<file path="config.mk">
export PLATFORM = sky130hd
export DESIGN_NAME = cmd_parser
export DESIGN_NICKNAME = d
export VERILOG_FILES = /design/src/rtl/cmd_parser.sv
export SDC_FILE = /design/constraint.sdc
export NUM_CORES = 1
export LEC_CHECK = 0
export CAP_MARGIN = 20
export CORE_MARGIN = 8
export CORE_UTILIZATION = 55
export CTS_BUF_LIST = sky130_fd_sc_hd__clkbuf_4
export CTS_CLUSTER_DIAMETER = 150
export DETAILED_ROUTE_END_ITERATION = 8
export GPL_ROUTABILITY_DRIVEN = 0
export PLACE_DENSITY = 0.86
export SLEW_MARGIN = 30
export SYNTH_ARGS = -nofsm -noshare
export SYNTH_HDL_FRONTEND = slang
export SYNTH_SLANG_ARGS = --single-unit
</file>
<file path="constraint.sdc">
create_clock -name clk -period 4.9 [get_ports clk]
set_input_delay 0.98 -clock clk [delete_from_list [all_inputs] [get_ports clk]]
set_output_delay 0.98 -clock clk [all_outputs]
set_load 0.01 [all_outputs]
</file>
<file path="src/rtl/cmd_parser.sv">
// cmd_parser: UART command decoder for the LED controller.
// A single-letter command selects the display mode, loads a 9-byte pattern
// into the staging register, copies staging to the user intensities, or
// writes staging into pattern RAM at an address given by the next byte.
// Optional feature macro: CMD_PARSER_TIMEOUT_EN. When it is defined, a
// command left half-finished for TIMEOUT_CYCLES idle cycles is aborted.
//
// state | meaning
// ------+-------------------------------------------------------------
// IDLE  | waiting for a command letter
// LOAD  | collecting the 9 pattern bytes into the load register
// ADDR  | waiting for the pattern RAM address byte of a "w" command
module cmd_parser #(
  parameter logic [15:0] TIMEOUT_CYCLES = 16'd40000
) (
  input  logic        clk,
  input  logic        rst,
  input  logic        rx_valid,
  input  logic [7:0]  rx_byte,
  output logic [1:0]  mode,
  output logic [71:0] user_int,
  output logic        pat_we,
  output logic [7:0]  pat_addr,
  output logic [71:0] pat_data,
  output logic        err
);

  typedef enum logic [1:0] {IDLE, LOAD, ADDR} state_t;

  localparam logic [7:0] CH_A = 8'h61;
  localparam logic [7:0] CH_R = 8'h72;
  localparam logic [7:0] CH_S = 8'h73;
  localparam logic [7:0] CH_I = 8'h69;
  localparam logic [7:0] CH_P = 8'h70;
  localparam logic [7:0] CH_U = 8'h75;
  localparam logic [7:0] CH_W = 8'h77;

  state_t      state, state_nxt;
  logic [1:0]  mode_nxt;
  logic [71:0] user_nxt;
  logic [71:0] staging, staging_nxt;
  logic [71:0] load_reg, load_nxt;
  logic [3:0]  cnt, cnt_nxt;
  logic [7:0]  addr_nxt;
  logic        we_nxt;
  logic        err_nxt;
  logic [71:0] load_shift;

`ifdef CMD_PARSER_TIMEOUT_EN
  logic [15:0] tmo_cnt, tmo_nxt;
  localparam logic [15:0] TMO_LAST = TIMEOUT_CYCLES - 16'd1;
`endif

  assign load_shift = {load_reg[63:0], rx_byte};
  assign pat_data   = staging;

  // State and datapath registers; reset wins over any byte in the same cycle.
  always_ff @(posedge clk) begin
    if (rst) begin
      state    <= IDLE;
      mode     <= 2'd0;
      user_int <= '0;
      staging  <= '0;
      load_reg <= '0;
      cnt      <= '0;
      pat_addr <= '0;
      pat_we   <= 1'b0;
      err      <= 1'b0;
`ifdef CMD_PARSER_TIMEOUT_EN
      tmo_cnt  <= '0;
`endif
    end else begin
      state    <= state_nxt;
      mode     <= mode_nxt;
      user_int <= user_nxt;
      staging  <= staging_nxt;
      load_reg <= load_nxt;
      cnt      <= cnt_nxt;
      pat_addr <= addr_nxt;
      pat_we   <= we_nxt;
      err      <= err_nxt;
`ifdef CMD_PARSER_TIMEOUT_EN
      tmo_cnt  <= tmo_nxt;
`endif
    end
  end

  // Next-state decode: command letters in IDLE, data bytes in LOAD/ADDR.
  always_comb begin
    state_nxt   = state;
    mode_nxt    = mode;
    user_nxt    = user_int;
    staging_nxt = staging;
    load_nxt    = load_reg;
    cnt_nxt     = cnt;
    addr_nxt    = pat_addr;
    we_nxt      = 1'b0;
    err_nxt     = 1'b0;
`ifdef CMD_PARSER_TIMEOUT_EN
    tmo_nxt     = tmo_cnt;
`endif

    case (state)
      IDLE: begin
        if (rx_valid) begin
          case (rx_byte)
            CH_A: mode_nxt = 2'd0;
            CH_R: mode_nxt = 2'd1;
            CH_S: mode_nxt = 2'd2;
            CH_I: mode_nxt = 2'd3;
            CH_P: begin
              load_nxt  = '0;
              cnt_nxt   = '0;
              state_nxt = LOAD;
            end
            CH_U: user_nxt = staging;
            CH_W: state_nxt = ADDR;
            default: err_nxt = 1'b1;
          endcase
        end
      end
      LOAD: begin
        if (rx_valid) begin
          load_nxt = load_shift;
          cnt_nxt  = cnt + 4'd1;
          // Ninth byte: the shifted value is complete, publish it.
          if (cnt == 4'd8) begin
            staging_nxt = load_shift;
            state_nxt   = IDLE;
          end
        end
      end
      ADDR: begin
        if (rx_valid) begin
          addr_nxt  = rx_byte;
          we_nxt    = 1'b1;
          state_nxt = IDLE;
        end
      end
      default: state_nxt = IDLE;
    endcase

`ifdef CMD_PARSER_TIMEOUT_EN
    // A byte arriving on the expiry cycle is processed above and the
    // timeout is dropped, since rx_valid clears the counter first.
    if (state != IDLE) begin
      if (rx_valid) begin
        tmo_nxt = '0;
      end else if (tmo_cnt == TMO_LAST) begin
        state_nxt = IDLE;
        load_nxt  = '0;
        err_nxt   = 1'b1;
        tmo_nxt   = '0;
      end else begin
        tmo_nxt = tmo_cnt + 16'd1;
      end
    end
    if (state_nxt == IDLE) tmo_nxt = '0;
`endif
  end

endmodule
</file>
==> summary.md <==
| Metric | Value |
|---|---|
| CP Capture Type | `flop` |
| DRT Pass-1 Iters | `5` |
| Iteration-0 DRC Markers | `470` |
| Final Slew Violations | `0` |
| P_sw | `0.000745 W` |
| Register area share after synthesis | `0.584` |
| Hold Path Class | `flop to flop` |
| Crit path kind | `input pin to flop` |
| Placeable core area | `0.0138 sq mm` |
| Core Rows | `43` |
| Largest net degree at the start of global routing | `103` |
| Htree depth | `2` |
| Vias per Instance | `5.25` |
| Share of post-route cells with drive strength above 1 | `0.0884` |
| Vias | `6584` |
| # IOs | `167` |
| Die H | `135 um` |
| Final Critical Period | `2.92 ns` |
| Largest family of logic cells by synthesized area | `compound AO/OA/AOI/OAI gates` |
| Power per cell area | `331 mW/mm^2` |
| Area Overhead vs Synth | `29.7%` |
| Initial antenna violation count | `0` |
| Logic gate share of total power | `0.020` |
| Fillers | `1041` |
| Worst-path clk slew | `0.07 ns` |
| Clock Path Buffers | `3` |
| Fin nets | `1049` |
| RSZ-0062 raised after global routing | `false` |
| Starting Density | `0.561` |
| Die ar. | `0.0181 sq mm` |
| Dpl hpwl | `12500 um` |
| Part of the cycle the worst path needs | `0.597` |
| Synth warnings | `0` |
| Drc violations | `0` |
| Antenna diode count | `0` |
| Vias in the first global route | `6201` |
| Hold buffers post-CTS | `0` |
| Adder-cell area share of the yosys netlist | `0.00323` |
| Syn Area/Cell | `8.89 sq um` |
| Sequential cell area | `0.00452 sq mm` |
| Die W | `135 um` |
| Clock tree sinks | `226` |
| Crit path required time | `5.43 ns` |
| Setup TNS Final | `0 ns` |
| First-pass GRT wire length | `31000 um` |
| Max Cap Viol | `0` |
| CTS tree | `done` |
| Worst Tran Pin Value | `0.836 ns` |
| IO buf count | `166` |
| Clk Latency, worst-skew pair | `0.63 ns` |
| Clk pwr share | `0.428` |
| Max_slew headroom | `0.443` |
| TritonCTS Buffers | `54` |
| Xor/xnor share of the synthesized area | `0` |
| R2R setup slack | `2.53 ns` |
| Worst vdd ir | `0.000205 V` |
| Gr usage total | `0.203` |
| Root buffer cell | `clkbuf_4` |
| Routed wire per std cell | `15.3 um` |
| Cts repair resizes | `0` |
| Syn nets | `885` |
| Sw frac | `0.224` |
| Crit path DAT | `3.46 ns` |
| Synth Area in Compound Gates | `0.187` |
| Routed WL | `19200 um` |
| Routed Antenna Nets | `0` |
| GRT Residual Overflow | `0` |
| Crit start category | `input pin` |
| #FFs+latches synth | `226` |
| Post-synthesis cell area | `0.00775 sq mm` |
| Setup violators final | `0` |
| Sequential power share | `0.552` |
| Status | `complete, no violations` |
| Post-synth cell types | `37` |
| Simple-Gate Fraction of Synth Area | `0.172` |
| Final core area utilization | `0.727` |
| Fin. Hold Viols | `0` |
| Postcts setup bufs | `0` |
| Mux contribution to synthesized area | `0.0103` |
| Leakage | `3.55 nW` |
| Max Clock Skew | `0.0321 ns` |
| Syn Inst Count | `872` |
| Multi-input logic area | `0.00291 sq mm` |
| Int Power | `0.00258 W` |
| Max Clock Freq | `0.342 GHz` |
| Worst Path Max Fanout | `38` |
==> layout by cell type, fill, tap and decap left out, types with 2 or more instances in the layout <==
cell / n
a21o_1: 2
a21oi_1: 148
a22o_1: 65
a22oi_1: 2
and3b_1: 4
buf_4: 7
buf_6: 2
clkbuf_4: 78
clkdlybuf4s50_1: 165
clkinv_1: 14
dfxtp_1: 226
ha_1: 2
inv_1: 4
mux2i_1: 8
nand2_1: 292
nand2b_1: 3
nand3_1: 3
nand3b_1: 2
nor2_1: 19
nor3b_1: 2
o21ai_0: 4
o41a_1: 2
==> synthesized netlist by cell type (all sizes together) <==
cell | n | area share
o21ai | 4 | 0.0026
and3b | 4 | 0.0045
o21bai | 1 | 0.00097
ha | 2 | 0.0032
and4b | 1 | 0.0013
or2 | 1 | 0.00081
a21boi | 1 | 0.00097
nand2 | 293 | 0.14
o2111ai | 1 | 0.0011
nand3 | 3 | 0.0019
a22o | 65 | 0.073
a21oi | 148 | 0.096
and2b | 1 | 0.00097
dfxtp | 226 | 0.58
and3 | 1 | 0.00081
and4 | 1 | 0.0011
a2111oi | 1 | 0.0011
nand2b | 3 | 0.0024
o32ai | 1 | 0.0011
buf | 21 | 0.020
nand4 | 1 | 0.00081
a32oi | 1 | 0.0011
inv | 4 | 0.0019
a41o | 1 | 0.0013
nor2 | 20 | 0.0097
clkbuf | 45 | 0.022
nand3b | 2 | 0.0019
nor3 | 1 | 0.00065
mux2i | 8 | 0.010
a21o | 2 | 0.0019
o31a | 1 | 0.0011
nor3b | 2 | 0.0019
a22oi | 2 | 0.0019
o41a | 2 | 0.0029
and2 | 1 | 0.00081
==> through the flow <==
stage | hold WS, ns | std cells | total power (W) | worst slack, ns | instance area (sq um)
after detailed placement | 0.442 | 1160 | 0.00194 | 1.36 | 9400
after global placement | 0.437 | 1160 | 0.00194 | 1.43 | 9400
after floorplan | 0.432 | 872 | 0.00193 | 2.51 | 7750
after global routing | 0.463 | 1255 | 0.00347 | 1.80 | 10100
final | 0.448 | 1255 | 0.00333 | 1.98 | 10100
after CTS | 0.451 | 1255 | 0.00336 | 2.01 | 10100
==> worst max-delay path, cell delays in order <==
cell and delay [ns]:
clkdlybuf4s50_1 0.58, and2b_1 0.35, and4_2 0.76, buf_4 0.49
nand2_1 0.12, a21oi_1 0.16
==> cell families after synthesis <==
group                    Yosys count
AO/OA/AOI/OAI                    231
adder cells (fa/ha/maj)            2
buffers and inverters             70
flip-flops                       226
multiplexers                       8
AND/OR/NAND/NOR                  335
==> power groups by stage <==
stage                     logic (W)  registers [W]  clock network (W)
after floorplan           0.0000494        0.00188                  0
after global placement    0.0000651        0.00188                  0
after detailed placement  0.0000655        0.00188                  0
after CTS                 0.0000655        0.00184            0.00146
after global routing      0.0000714        0.00184            0.00157
final                     0.0000667        0.00184            0.00143
==> worst paths after layout <==
check	start	endpoint	cells after the start
hold reg to reg	user_int[58]	user_int[58]	2
setup reg to reg	state[1]	user_int[5]	5
setup / recovery	rx_valid	user_int[5]	6
hold / removal	user_int[58]	user_int[58]	2
==> final cells by class <==
| cell class | instances | area share |
|---|---|---|
| Clock inverter | 17 | 0.00684 |
| Sequential cell | 226 | 0.450 |
| Tap cell | 180 | 0.0224 |
| Inverter | 4 | 0.00149 |
| Multi-Input combinational cell | 576 | 0.289 |
| Clock buffer | 78 | 0.0582 |
| Timing Repair Buffer | 174 | 0.172 |
==> routing by layer <==
layer	global-route usage	vias up	wire length (um)
li1	-	3300	-
met3	0.0654	26	1450
met2	0.330	198	9180
met4	0.0649	0	259
met5	0	-	0
met1	0.249	3060	8300
(Power assumes the default switching activity.)
